===== src/rtl/riscv_fetch_pkg.sv =====
// Shared definitions for the RISC-V instruction fetch stage: FSM state codes,
// reset constants and instruction field positions.
package riscv_fetch_pkg;

  typedef logic [1:0] fetch_state_t;

  localparam fetch_state_t ST_IDLE  = 2'd0;
  localparam fetch_state_t ST_REQ   = 2'd1;
  localparam fetch_state_t ST_HOLD  = 2'd2;
  localparam fetch_state_t ST_FAULT = 2'd3;

  localparam logic [31:0] NOP_INSTR        = 32'h0000_0013;  // addi x0, x0, 0
  localparam logic [31:0] DEFAULT_RESET_PC = 32'h0000_0000;

  localparam int OPCODE_LSB = 0;
  localparam int RD_LSB     = 7;
  localparam int FUNCT3_LSB = 12;
  localparam int RS1_LSB    = 15;
  localparam int RS2_LSB    = 20;
  localparam int FUNCT7_LSB = 25;

endpackage


===== src/rtl/riscv_next_pc.sv =====
// Combinational next-PC select (jal > jalr > taken branch > pc+4) and alignment
// check. FETCH_MISALIGN_TRAP_EN keeps the raw target and flags misalignment.
module riscv_next_pc #(
  parameter int XLEN = 32
) (
  input  logic [XLEN-1:0] pc_plus4,
  input  logic            branch,
  input  logic            branch_taken,
  input  logic            jump,
  input  logic            jal_en,
  input  logic [XLEN-1:0] branch_target,
  input  logic [XLEN-1:0] jal_target,
  input  logic [XLEN-1:0] jalr_target,
  output logic [XLEN-1:0] next_pc,
  output logic            misaligned
);

  logic [XLEN-1:0] sel;

  // NOTE: every output of a combinational block gets a default first so no path leaves it unassigned (latch).
  always_comb begin
    sel = pc_plus4;
    if (jump && jal_en) begin
      sel = jal_target;
    end else if (jump) begin
      sel = jalr_target & ~{{(XLEN-1){1'b0}}, 1'b1};
    end else if (branch && branch_taken) begin
      sel = branch_target;
    end
  end

`ifdef FETCH_MISALIGN_TRAP_EN
  assign next_pc    = sel;
  assign misaligned = |sel[1:0];
`else
  assign next_pc    = sel & {{(XLEN-2){1'b1}}, 2'b00};
  assign misaligned = 1'b0;
`endif

endmodule


===== src/rtl/riscv_fetch_unit.sv =====
// RISC-V instruction fetch stage: PC register, IMEM request handshake and
// held instruction for the decoder. Optional macro: FETCH_MISALIGN_TRAP_EN.
module riscv_fetch_unit
  import riscv_fetch_pkg::*;
#(
  parameter logic [31:0] RESET_PC = DEFAULT_RESET_PC,
  parameter int          XLEN     = 32
) (
  input  logic            clk,
  input  logic            rst_n,
  output logic            imem_req,
  output logic [XLEN-1:0] imem_addr,
  input  logic            imem_rvalid,
  input  logic [31:0]     imem_rdata,
  output logic            instr_valid,
  input  logic            instr_ready,
  output logic [31:0]     instr,
  output logic [6:0]      opcode,
  output logic [2:0]      funct3,
  output logic [6:0]      funct7,
  output logic [4:0]      rd,
  output logic [4:0]      rs1,
  output logic [4:0]      rs2,
  output logic [XLEN-1:0] pc,
  output logic [XLEN-1:0] pc_plus4,
  input  logic            branch,
  input  logic            branch_taken,
  input  logic            jump,
  input  logic            jal_en,
  input  logic [XLEN-1:0] branch_target,
  input  logic [XLEN-1:0] jal_target,
  input  logic [XLEN-1:0] jalr_target,
  output logic            fetch_fault
);

  fetch_state_t    state;
  logic [XLEN-1:0] next_pc;
  logic            misaligned;

  assign pc_plus4 = pc + XLEN'(4);

  riscv_next_pc #(.XLEN(XLEN)) u_next_pc (
    .pc_plus4      (pc_plus4),
    .branch        (branch),
    .branch_taken  (branch_taken),
    .jump          (jump),
    .jal_en        (jal_en),
    .branch_target (branch_target),
    .jal_target    (jal_target),
    .jalr_target   (jalr_target),
    .next_pc       (next_pc),
    .misaligned    (misaligned)
  );

  // NOTE: state registers use non-blocking assignments so all flops update from pre-edge values.
  always_ff @(posedge clk or negedge rst_n) begin
    if (!rst_n) begin
      state <= ST_IDLE;
      pc    <= RESET_PC[XLEN-1:0];
      instr <= NOP_INSTR;
    end else begin
      case (state)
        ST_IDLE: state <= ST_REQ;
        ST_REQ: begin
          if (imem_rvalid) begin
            instr <= imem_rdata;
            state <= ST_HOLD;
          end
        end
        ST_HOLD: begin
          // Branch/jump controls are only meaningful on the accepting edge.
          if (instr_ready) begin
            if (misaligned) begin
              state <= ST_FAULT;
            end else begin
              pc    <= next_pc;
              state <= ST_REQ;
            end
          end
        end
        ST_FAULT: state <= ST_FAULT;
        default:  state <= ST_IDLE;
      endcase
    end
  end

  assign imem_req    = (state == ST_REQ);
  assign imem_addr   = pc;
  assign instr_valid = (state == ST_HOLD);

`ifdef FETCH_MISALIGN_TRAP_EN
  assign fetch_fault = (state == ST_FAULT);
`else
  assign fetch_fault = 1'b0;
`endif

  assign opcode = instr[OPCODE_LSB +: 7];
  assign rd     = instr[RD_LSB     +: 5];
  assign funct3 = instr[FUNCT3_LSB +: 3];
  assign rs1    = instr[RS1_LSB    +: 5];
  assign rs2    = instr[RS2_LSB    +: 5];
  assign funct7 = instr[FUNCT7_LSB +: 7];

endmodule

===== config.mk =====
export PLATFORM = sky130hd
export DESIGN_NAME = riscv_fetch_unit
export DESIGN_NICKNAME = d
export VERILOG_FILES = /design/src/rtl/riscv_fetch_pkg.sv /design/src/rtl/riscv_next_pc.sv /design/src/rtl/riscv_fetch_unit.sv
export SDC_FILE = /design/constraint.sdc
export NUM_CORES = 1
export LEC_CHECK = 0
export ABC_CLOCK_PERIOD_IN_PS = 6700
export BUFFER_PORTS_ARGS = -buffer_cell sky130_fd_sc_hd__buf_4
export CAP_MARGIN = 10
export CORE_AREA = 2 2 139 141
export CTS_BUF_LIST = sky130_fd_sc_hd__clkbuf_8
export DETAILED_ROUTE_END_ITERATION = 8
export DIE_AREA = 0 0 141 143
export GPL_TIMING_DRIVEN = 0
export PLACE_DENSITY = 0.54
export SYNTH_ARGS = -nofsm -noshare
export SYNTH_HDL_FRONTEND = slang
export SYNTH_HIERARCHICAL = 1
export SYNTH_SLANG_ARGS = --single-unit
export TNS_END_PERCENT = 5

===== constraint.sdc =====
create_clock -name clk -period 6.7 [get_ports clk]
set_clock_uncertainty 0.15 [all_clocks]
set_input_delay 0.335 -clock clk [delete_from_list [all_inputs] [get_ports clk]]
set_output_delay 0.335 -clock clk [all_outputs]
set_load 0.02 [all_outputs]

* Word-level counts from Yosys, hierarchy flattened
Index checks and enable logic that the tools add are counted.
** Word-level totals
- Register bits :: 64
- Latch bits :: 0
- Bits in writable memories :: 0
- Bits in read-only memories :: 0
- Input port bits :: 136
- Output and inout port bits :: 163
- Memories kept :: 0
** Cells by class
- Add/subtract/negate cells :: 1
- Multiply operators :: 0
- Divide/modulo/power cells :: 0
- Order comparisons :: 0
- Eq/ne operators :: 5
- Shift operators :: 0
- Muxes and demuxes :: 6
- Bitwise operators :: 0
- Reduce and logical (&&, ||, !) cells :: 6
** Operators with widths (number)
- 2-to-1 mux 32 bit :: 3
- adder 32 x 3 -> 32 bit, second input constant :: 1
- case mux 2 bit (4 select lines) :: 1
- AND reduction 2 bit :: 3
- equality test 2 bit, second input constant :: 2
- 2-to-1 mux 2 bit :: 2
- != test 2 x 1 -> 1 bit, second input constant :: 2
- equality test 2 x 1 -> 1 bit, second input constant :: 1
- logical AND 1 bit :: 2
- zero test 2 bit :: 1

* Logic depth before layout (Yosys ltp)
Gate-level depths: netlist of the first run.
- Depth after elaboration :: 4
- Gate-level depth with buffers :: 9

* Hierarchy
The synthesis of the first run kept the hierarchy.
** By module, submodules not included
- riscv_fetch_unit :: instances 1, cells an instance 306, area each 3549.7 um^2, sequential area each 1655.3 um^2
- riscv_next_pc :: instances 1, cells an instance 145, area each 1063.5 um^2, sequential area each 0.0 um^2

* Least setup slack after synthesis of the first run
Ideal clock, no wire load.
- Path type :: register to register
- From :: reg pc[4] (netlist: imem_addr[4])
- To :: reg pc[29] (netlist: imem_addr[29])
- Library setup time :: 0.065 ns
- Data arrival time :: 2.362 ns
- Data required time :: 6.485 ns
- Path slack :: 4.122 ns
- Stages on the path, launching flop included :: 9
- Clock period less this slack :: 2.578 ns
- Cells stage by stage :: dfrtp_1 -> nand3_1 -> or4_1 -> buf_4 -> nor4_4 -> xor2_1 -> a211oi_1 -> a21oi_1 -> mux2_2
** On the way
- Longest elaborated chain between the ends :: 4
** Ends and longest elaborated chain
- start: declaration :: line riscv_fetch_unit.sv:24 : output logic [XLEN-1:0] pc,
- start signal: assignment :: line riscv_fetch_unit.sv:59 : pc <= RESET_PC[XLEN-1:0];
- start signal: assignment :: line riscv_fetch_unit.sv:76 : pc <= next_pc;
- adder 32 x 3 -> 32 bit :: line riscv_fetch_unit.sv:40 : assign pc_plus4 = pc + XLEN'(4);
- via pc_plus4[29] :: line riscv_fetch_unit.sv:25 : output logic [XLEN-1:0] pc_plus4,
- 2-to-1 mux 32 bit :: line riscv_next_pc.sv:27 : end else if (branch && branch_taken) begin
- 2-to-1 mux 32 bit :: line riscv_next_pc.sv:25 : end else if (jump) begin
- 2-to-1 mux 32 bit :: line riscv_next_pc.sv:23 : if (jump && jal_en) begin
- via next_pc[29] :: line riscv_fetch_unit.sv:37 : logic [XLEN-1:0] next_pc;
The timed path passes the listed nets, and every way through them passes these cells.
A chain may end at the register's enable or synchronous reset.

* Worst setup path in the final report of the first run
- From :: reg pc[2] (netlist: imem_addr[2])
- To :: out pc_plus4[24]
** On the way
- Longest elaborated chain between the ends :: 1
** Ends and longest elaborated chain (line)
- adder 32 x 3 -> 32 bit :: riscv_fetch_unit.sv:40
- end: declaration :: riscv_fetch_unit.sv:25
No other way between the ends.

==> impl_metrics.ini, run 1 <==
[final_layout]
fill_cells = 1903
drive_gt1_frac = 0.640
layout-area-overhead-vs-synth_pct = 58.1
final_common_cell = sky130_fd_sc_hd__buf_4
post-route-util = 0.393
final_nets = 891
final_cell_mix = 362 x sky130_fd_sc_hd__buf_4, 63 x sky130_fd_sc_hd__dfrtp_1, 58 x sky130_fd_sc_hd__mux2_2
antenna-diode-count = 0

[global_route]
via_count_of_the_first_global_routing_pass = 4377
grt_antenna_before_repair = 0
grt_max_degree = 67
grt_util_all_layers = 0.169
grt_overflow = 0
grt_first_pass_wirelength_um = 25700

[synth]
synthesis.instances = 451
synth_warnings = 6
synth_area_um2 = 4610
synth_cell_type_count = 39
synth_area_per_cell_um2 = 10.2
synth_seq_cells = 66
yosysSeqAreaShare = 0.359

[run_status]
run_status = complete, no violations

[power_and_ir_drop]
power.leakage_uw = 0.00382
max-vdd-ir-drop_mv = 0.155
cellPowerDensity_nw_per_um2 = 294

[sta]
final_period_minus_worst_setup_slack_ps = 3210
timing.final.setup_violations = 0
worst_pin_slew_ps = 919
tns_ps = 0
rsz0062_at_grt = false
timing.slew.headroom = 0.387
finalHoldViolCount = 0
period_share = 0.479
timing.final.max_slew_violations = 0
timing.fmax_ghz = 0.311

[clock_network]
clock_insertion_delay_worst_skew_ps = 350
clockRootBuffer = sky130_fd_sc_hd__clkbuf_8
tritoncts_clock_tree = yes
post-cts-setup-buffer-count = 0
clock_sink_count = 66
postCtsHoldBufs = 1
number_of_buffers_inserted_during_clock_tree_synthesis = 9
maximum_root_to_sink_buffer_count = 2
post_cts_resized = 0
clk_pin_slew_worst_paths_ps = 80
h-tree-depth = 3

[critical_path]
setup.worst_path.class = reg -> out
worst-path-max-fanout = 8
critical-path-slowest-cell = sky130_fd_sc_hd__dfrtp_1
crit_path_cell_trace = ha_1, and2_1, nand4_2, nor4_1, xor2_1, buf_4
worstSetupEndpoint = pc_plus4[24]
startpoint = imem_addr[2]$_DFFE_PN0P_
r2r_end = imem_addr[24]$_DFFE_PN0P_
critical_path.reg2reg.startpoint = imem_addr[2]$_DFFE_PN0P_
timing.critical_path.max_delay_family = simple AND/OR/NAND/NOR gates
cp_num_buf_inv = 1
worst_ep_arrival_time_ps = 2730
start_kind = flip-flop
critical-path-max-stage-delay_ps = 540
reg2reg_setup_slack_ps = 3610
critPathCaptureType = output pin
critPathRequiredTime_ps = 6210
cp_num_cells = 6
r2r_cells = 8

[floorplanning]
die_h_um = 143
dieArea_um2 = 20200
num_io_pins = 299
dieWidth_um = 141
design.core.area_um2 = 18600
starting_density_of_the_core = 0.248
core.rowCount = 50

[drt]
antenna_violating_nets_post_route = 0
drt-wirelength-per-cell_um = 17.7
drt_wl_total_um = 17600
detail_route.drc_violations = 0
drt_pre_antenna_iters = 4
drt_first_iter_violations = 139
detailroute.via_count = 4415
route.detailed.vias_per_inst = 4.45

[run]
maxCapViolations = 0

[placed_design]
detailedPlacementHpwl_um = 13900
finalWeightedCongestion = 0.711
port_buffers = 289

[worst_hold_path]
worstHoldPathCells = 3
min_path_type = in -> reg
==> worst reg2reg max path: stages, from the launching register on <==
cell	delay, ps
sky130_fd_sc_hd__dfrtp_1	540
sky130_fd_sc_hd__ha_1	320
sky130_fd_sc_hd__and2_1	320
sky130_fd_sc_hd__nand4_2	290
sky130_fd_sc_hd__nor4_1	510
sky130_fd_sc_hd__xor2_1	150
sky130_fd_sc_hd__a211oi_1	340
sky130_fd_sc_hd__a21oi_1	80
sky130_fd_sc_hd__mux2_2	280
==> where the power goes <==
| part | switching, µW | internal, µW |
|---|---|---|
| clock network | 184 | 175 |
| logic | 566 | 586 |
| registers | 137 | 500 |
==> kinds of logic (layout without fill, tap and decap cells) <==
kind of cell	after synthesis	count (layout)	synth area share
adders and majority gates	1	1	0.00271
other	2	4	0.00163
xor gates and xnor gates	28	28	0.0532
AOI/OAI and AO/OA	66	66	0.0884
DFF	66	66	0.359
buffers and inverters	103	409	0.155
and+or+nand+nor	95	95	0.129
muxes	90	90	0.212
==> final cells by class <==
type / count / area [µm²] / share of cell area
Buffer: 98 / 696 / 0.0954
Clock inverter: 7 / 77.6 / 0.0106
Sequential cell: 66 / 1660 / 0.227
Timing Repair Buffer: 290 / 2180 / 0.299
Inverter: 5 / 18.8 / 0.00257
Multi-Input combinational cell: 284 / 2250 / 0.309
Tap cell: 234 / 293 / 0.0401
Clock buffer: 9 / 124 / 0.0170
==> how the worst min path moves through the flow <==
stage	from	slack, ps	endpoint
floorplan	rst_n	-110	imem_addr[0]$_DFFE_PN0P_
global placement	state[0]$_DFFE_PN0P_	350	state[1]$_DFFE_PN0P_
detailed placement	state[0]$_DFFE_PN0P_	360	state[1]$_DFFE_PN0P_
CTS	imem_rvalid	30	state[1]$_DFFE_PN0P_
global route	imem_rdata[17]	20	instr[17]$_DFFE_PN0P_
finish	imem_rvalid	60	state[1]$_DFFE_PN0P_
==> state kept, by name (all words and copies together), names as in the netlist <==
signal	cells
imem_addr	32
instr	32
state	2
==> metrics by stage <==
step / setup slack (ps) / cell area (µm²) / power (µW) / hold WS [ps] / instances
after global routing: 3300 / 7290 / 2270 / 19.6 / 993
after global placement: 3530 / 7080 / 1810 / 349 / 976
after CTS: 3370 / 7290 / 2180 / 26.6 / 993
after detailed placement: 3570 / 7080 / 1810 / 356 / 976
after floorplan: 4120 / 4620 / 1260 / -111 / 453
final: 3490 / 7290 / 2150 / 56.7 / 993
==> metal layers <==
metal	wire, µm	up-vias	share of wire	track usage
met4	80	0	0.0045	0.0253
met1	7290	2062	0.41	0.209
li1	-	2142	-	-
met3	1570	5	0.089	0.0580
met2	8660	206	0.49	0.292
met5	0	-	0	0
==> synthesized netlist by cell type <==
library cell               count  area (µm²)
sky130_fd_sc_hd__o21ai_0       5        25.0
sky130_fd_sc_hd__xor2_1       14         123
sky130_fd_sc_hd__a21oi_1      30         150
sky130_fd_sc_hd__mux2i_1      30         300
sky130_fd_sc_hd__conb_1        2        7.51
sky130_fd_sc_hd__mux2_2       58         653
sky130_fd_sc_hd__nand2b_1      2        12.5
sky130_fd_sc_hd__clkbuf_2      3        15.0
sky130_fd_sc_hd__buf_1         1        3.75
sky130_fd_sc_hd__clkbuf_4      4        30.0
sky130_fd_sc_hd__buf_4        73         548
sky130_fd_sc_hd__nand4_1       4        25.0
sky130_fd_sc_hd__nor3_2        1        10.0
sky130_fd_sc_hd__or4_1         1        7.51
sky130_fd_sc_hd__dfrtp_1      63        1580
sky130_fd_sc_hd__mux2_1        2        22.5
sky130_fd_sc_hd__nor4_4        1        21.3
sky130_fd_sc_hd__nand2_1      17        63.8
sky130_fd_sc_hd__clkbuf_8      3        41.3
sky130_fd_sc_hd__and3_1        4        25.0
sky130_fd_sc_hd__or2_2         1        6.26
sky130_fd_sc_hd__nor2b_1       1        6.26
sky130_fd_sc_hd__nor4_1        1        6.26
sky130_fd_sc_hd__nor3_1        7        35.0
sky130_fd_sc_hd__o21a_1        1        7.51
sky130_fd_sc_hd__nand4_2       1        12.5
sky130_fd_sc_hd__nor2_1        5        18.8
sky130_fd_sc_hd__clkbuf_1     10        37.5
sky130_fd_sc_hd__inv_1         5        18.8
sky130_fd_sc_hd__buf_2         4        20.0
sky130_fd_sc_hd__nand3_1      12        60.1
sky130_fd_sc_hd__a211oi_1     30         225
sky130_fd_sc_hd__and3_2       30         225
sky130_fd_sc_hd__and2_1        1        6.26
sky130_fd_sc_hd__nor4b_1       1        8.76
sky130_fd_sc_hd__xnor2_1      14         123
sky130_fd_sc_hd__ha_1          1        12.5
sky130_fd_sc_hd__and4_1        5        43.8
sky130_fd_sc_hd__dfstp_2       3        78.8
Power figures use the tool's default switching activity.
==> run 2: changes to the inputs <==
--- a/config.mk
+++ b/config.mk
@@ -5,13 +5,14 @@
 export SDC_FILE = /design/constraint.sdc
 export NUM_CORES = 1
 export LEC_CHECK = 0
-export ABC_CLOCK_PERIOD_IN_PS = 6700
+export ABC_AREA = 1
+export ABC_CLOCK_PERIOD_IN_PS = 2700
 export BUFFER_PORTS_ARGS = -buffer_cell sky130_fd_sc_hd__buf_4
 export CAP_MARGIN = 10
-export CORE_AREA = 2 2 139 141
+export CORE_AREA = 2 2 149 151
 export CTS_BUF_LIST = sky130_fd_sc_hd__clkbuf_8
 export DETAILED_ROUTE_END_ITERATION = 8
-export DIE_AREA = 0 0 141 143
+export DIE_AREA = 0 0 151 153
 export GPL_TIMING_DRIVEN = 0
 export PLACE_DENSITY = 0.54
 export SYNTH_ARGS = -nofsm -noshare
==> constraint.sdc (replaced) <==
create_clock -name clk -period 2.7 [get_ports clk]
set_clock_uncertainty 0.15 [all_clocks]
set_input_delay 0.135 -clock clk [delete_from_list [all_inputs] [get_ports clk]]
set_output_delay 0.135 -clock clk [all_outputs]
set_load 0.02 [all_outputs]
==> run 2 against run 1 <==
Net effect:
- wire length grew 19%
- via count grew 39%
- clock power grew to 2.9 times the previous value
- die area grew 15%
- flip-flop and latch count is the same
- sequential share of layout area shrank 3.2 points
- hold slack lost 36 ps
- register-to-register slack lost 3200 ps
- cell count grew 47%
- synthesized area grew 15%
- critical path type unchanged
- core utilization grew 0.34 points
==> impl_metrics.ini, run 2 <==
[run_status]
run_status = complete, no violations

[sta]
finalHoldViolCount = 0
rsz0062_at_grt = false
worst_pin_slew_ps = 906
timing.fmax_ghz = 0.403
timing.final.max_slew_violations = 0
tns_ps = 0
timing.slew.headroom = 0.396
post-route-worst-setup-slack_ps = 216
period_share = 0.920
final_period_minus_worst_setup_slack_ps = 2480
timing.final.setup_violations = 0

[placed_design]
detailedPlacementHpwl_um = 16400
place_worst_setup_slack_ps = 455
placed_cells_incl_taps = 1404
port_buffers = 288
finalWeightedCongestion = 0.811

[final_layout]
fin_cells = 1464
drive_gt1_frac = 0.369
final_common_cell = sky130_fd_sc_hd__buf_4
layout-area-overhead-vs-synth_pct = 60.4
antenna-diode-count = 0
multi_input_comb_area_um2 = 2530
seqCellArea_um2 = 1660
fill_cells = 2380
post-route-util = 0.396
final_cell_mix = 364 x sky130_fd_sc_hd__buf_4, 356 x sky130_fd_sc_hd__nand2_1, 101 x sky130_fd_sc_hd__nand3_1
final_nets = 1316

[synth]
synthMostInstantiatedCell = sky130_fd_sc_hd__nand2_1
synth_top_area_frac = 0.297
ys_dominant_reg_cell = sky130_fd_sc_hd__dfrtp_1
synth.top_cells.by_area = sky130_fd_sc_hd__dfrtp_1 30%, sky130_fd_sc_hd__nand2_1 25%, sky130_fd_sc_hd__buf_4 11%, sky130_fd_sc_hd__nand3_1 9.5%, sky130_fd_sc_hd__inv_1 6.1%
synth_warnings = 6
synth_cell_type_count = 27
synth_area_um2 = 5310
synth_seq_cells = 66
ys_async_sr_fraction = 1.00
synth_area_per_cell_um2 = 6.36
yosysSeqAreaShare = 0.312
synth_edf_count = 0
yosys.area.top_type = sky130_fd_sc_hd__dfrtp_1
synth_commonest_cells = 356 x sky130_fd_sc_hd__nand2_1, 101 x sky130_fd_sc_hd__nand3_1, 86 x sky130_fd_sc_hd__inv_1
synthesis.instances = 834

[drt]
drt_wl_total_um = 21000
drt_pre_antenna_iters = 5
antenna_violating_nets_post_route = 0
detailroute.via_count = 6118
drt_first_iter_violations = 333
drt-wirelength-per-cell_um = 14.3
detail_route.drc_violations = 0
route.detailed.vias_per_inst = 4.18

[critical_path]
critPathCaptureType = output pin
worst-path-max-fanout = 5
start_kind = flip-flop
critPathRequiredTime_ps = 2410
setup.worst_path.class = reg -> out
worst_ep_arrival_time_ps = 2200

[clock_network]
post_cts_resized = 0
h-tree-depth = 3
tritoncts_clock_tree = yes
clockRootBuffer = sky130_fd_sc_hd__clkbuf_8
clk_pin_slew_worst_paths_ps = 80
maximum_root_to_sink_buffer_count = 2
post-cts-setup-buffer-count = 0
clock_insertion_delay_worst_skew_ps = 360
postCtsHoldBufs = 44
clock_sink_count = 66
number_of_buffers_inserted_during_clock_tree_synthesis = 9

[global_route]
grt_max_degree = 67
grt_overflow = 0
grt_first_pass_wirelength_um = 31600
grt_antenna_before_repair = 0
via_count_of_the_first_global_routing_pass = 5763
grt_util_all_layers = 0.178

[floorplanning]
dieWidth_um = 151
core.rowCount = 54
design.core.area_um2 = 21500
num_io_pins = 299
dieArea_um2 = 23100
starting_density_of_the_core = 0.247
die_h_um = 153

[power_and_ir_drop]
cellPowerDensity_nw_per_um2 = 827
max-vdd-ir-drop_mv = 0.364
power.leakage_uw = 0.00491

[run]
maxCapViolations = 0

[worst_hold_path]
min_path_type = in -> reg
run 2: cell count changes after synthesis, moves of 23 or more:
| cell | delta |
|---|---|
| sky130_fd_sc_hd__a211oi_1 | -30 |
| sky130_fd_sc_hd__a21oi_1 | -23 |
| sky130_fd_sc_hd__nand3_1 | +89 |
| sky130_fd_sc_hd__mux2i_1 | -30 |
| sky130_fd_sc_hd__mux2_2 | -58 |
| sky130_fd_sc_hd__nor2_1 | +47 |
| sky130_fd_sc_hd__nand2_1 | +339 |
| sky130_fd_sc_hd__and3_2 | -30 |
| sky130_fd_sc_hd__inv_1 | +81 |
run 2: final cells by class:
type                       count  area share
buffer                       104      0.0919
clock buffer                   9      0.0146
clock inverter                 7      0.0140
inverter                      91      0.0407
multi-input combinational    575       0.297
sequential                    66       0.195
tap                          280      0.0412
timing repair buffer         332       0.306
run 2: power breakdown:
part	internal, µW	switching [µW]
combinational	1970	2140
sequential	1360	505
clock	614	451
total	3940	3100
run 2: critical path, stage by stage (launching register included):
cell,delay [ps]
sky130_fd_sc_hd__dfrtp_1,440
sky130_fd_sc_hd__ha_1,240
sky130_fd_sc_hd__nand2_1,70
sky130_fd_sc_hd__nor2_1,160
sky130_fd_sc_hd__nand2_1,80
sky130_fd_sc_hd__nor2_1,390
sky130_fd_sc_hd__xor2_1,250
sky130_fd_sc_hd__buf_4,190
run 2: cells by family after synthesis:
kind of cell,Yosys count,share of synthesized area
and+or+nand+nor,547,0.439
buffers and inverters,195,0.213
DFF,66,0.312
xor gates and xnor gates,15,0.0248
AOI/OAI and AO/OA,8,0.00755
other,2,0.00142
adders and majority gates,1,0.00236
run 2: worst paths after layout:
kind | depth (start not counted) | slack [ps] | start | to
max | 7 | 220 | imem_addr[3]$_DFFE_PN0P_ | pc_plus4[16]
max in group asynchronous | 2 | 1520 | rst_n | instr[19]$_DFFE_PN0P_
min in group asynchronous | 2 | 290 | rst_n | instr[27]$_DFFE_PN0P_
max reg2reg | 12 | 410 | imem_addr[3]$_DFFE_PN0P_ | imem_addr[16]$_DFFE_PN0P_
min reg2reg | 2 | 340 | instr[0]$_DFFE_PN1P_ | instr[0]$_DFFE_PN1P_
min | 7 | 20 | jalr_target[15] | imem_addr[15]$_DFFE_PN0P_
run 2: per-layer routing:
| metal | wire, µm | GRT usage | up-vias |
|---|---|---|---|
| met2 | 10000 | 0.299 | 184 |
| met5 | 0 | 0 | - |
| met4 | 316 | 0.0445 | 0 |
| met3 | 1280 | 0.0328 | 20 |
| met1 | 9370 | 0.235 | 2778 |
| li1 | - | - | 3136 |
run 2: metrics by stage:
| stage | instance area, µm² | hold WS, ps | power, µW |
|---|---|---|---|
| 2_1_floorplan | 5310 | -311 | 4070 |
| 3_3_place_gp | 7830 | 184 | 5950 |
| 3_5_place_dp | 7830 | 187 | 5980 |
| 4_1_cts | 8510 | 1.80 | 7120 |
| 5_1_grt | 8510 | 35.9 | 7470 |
| 6_report | 8510 | 20.4 | 7040 |
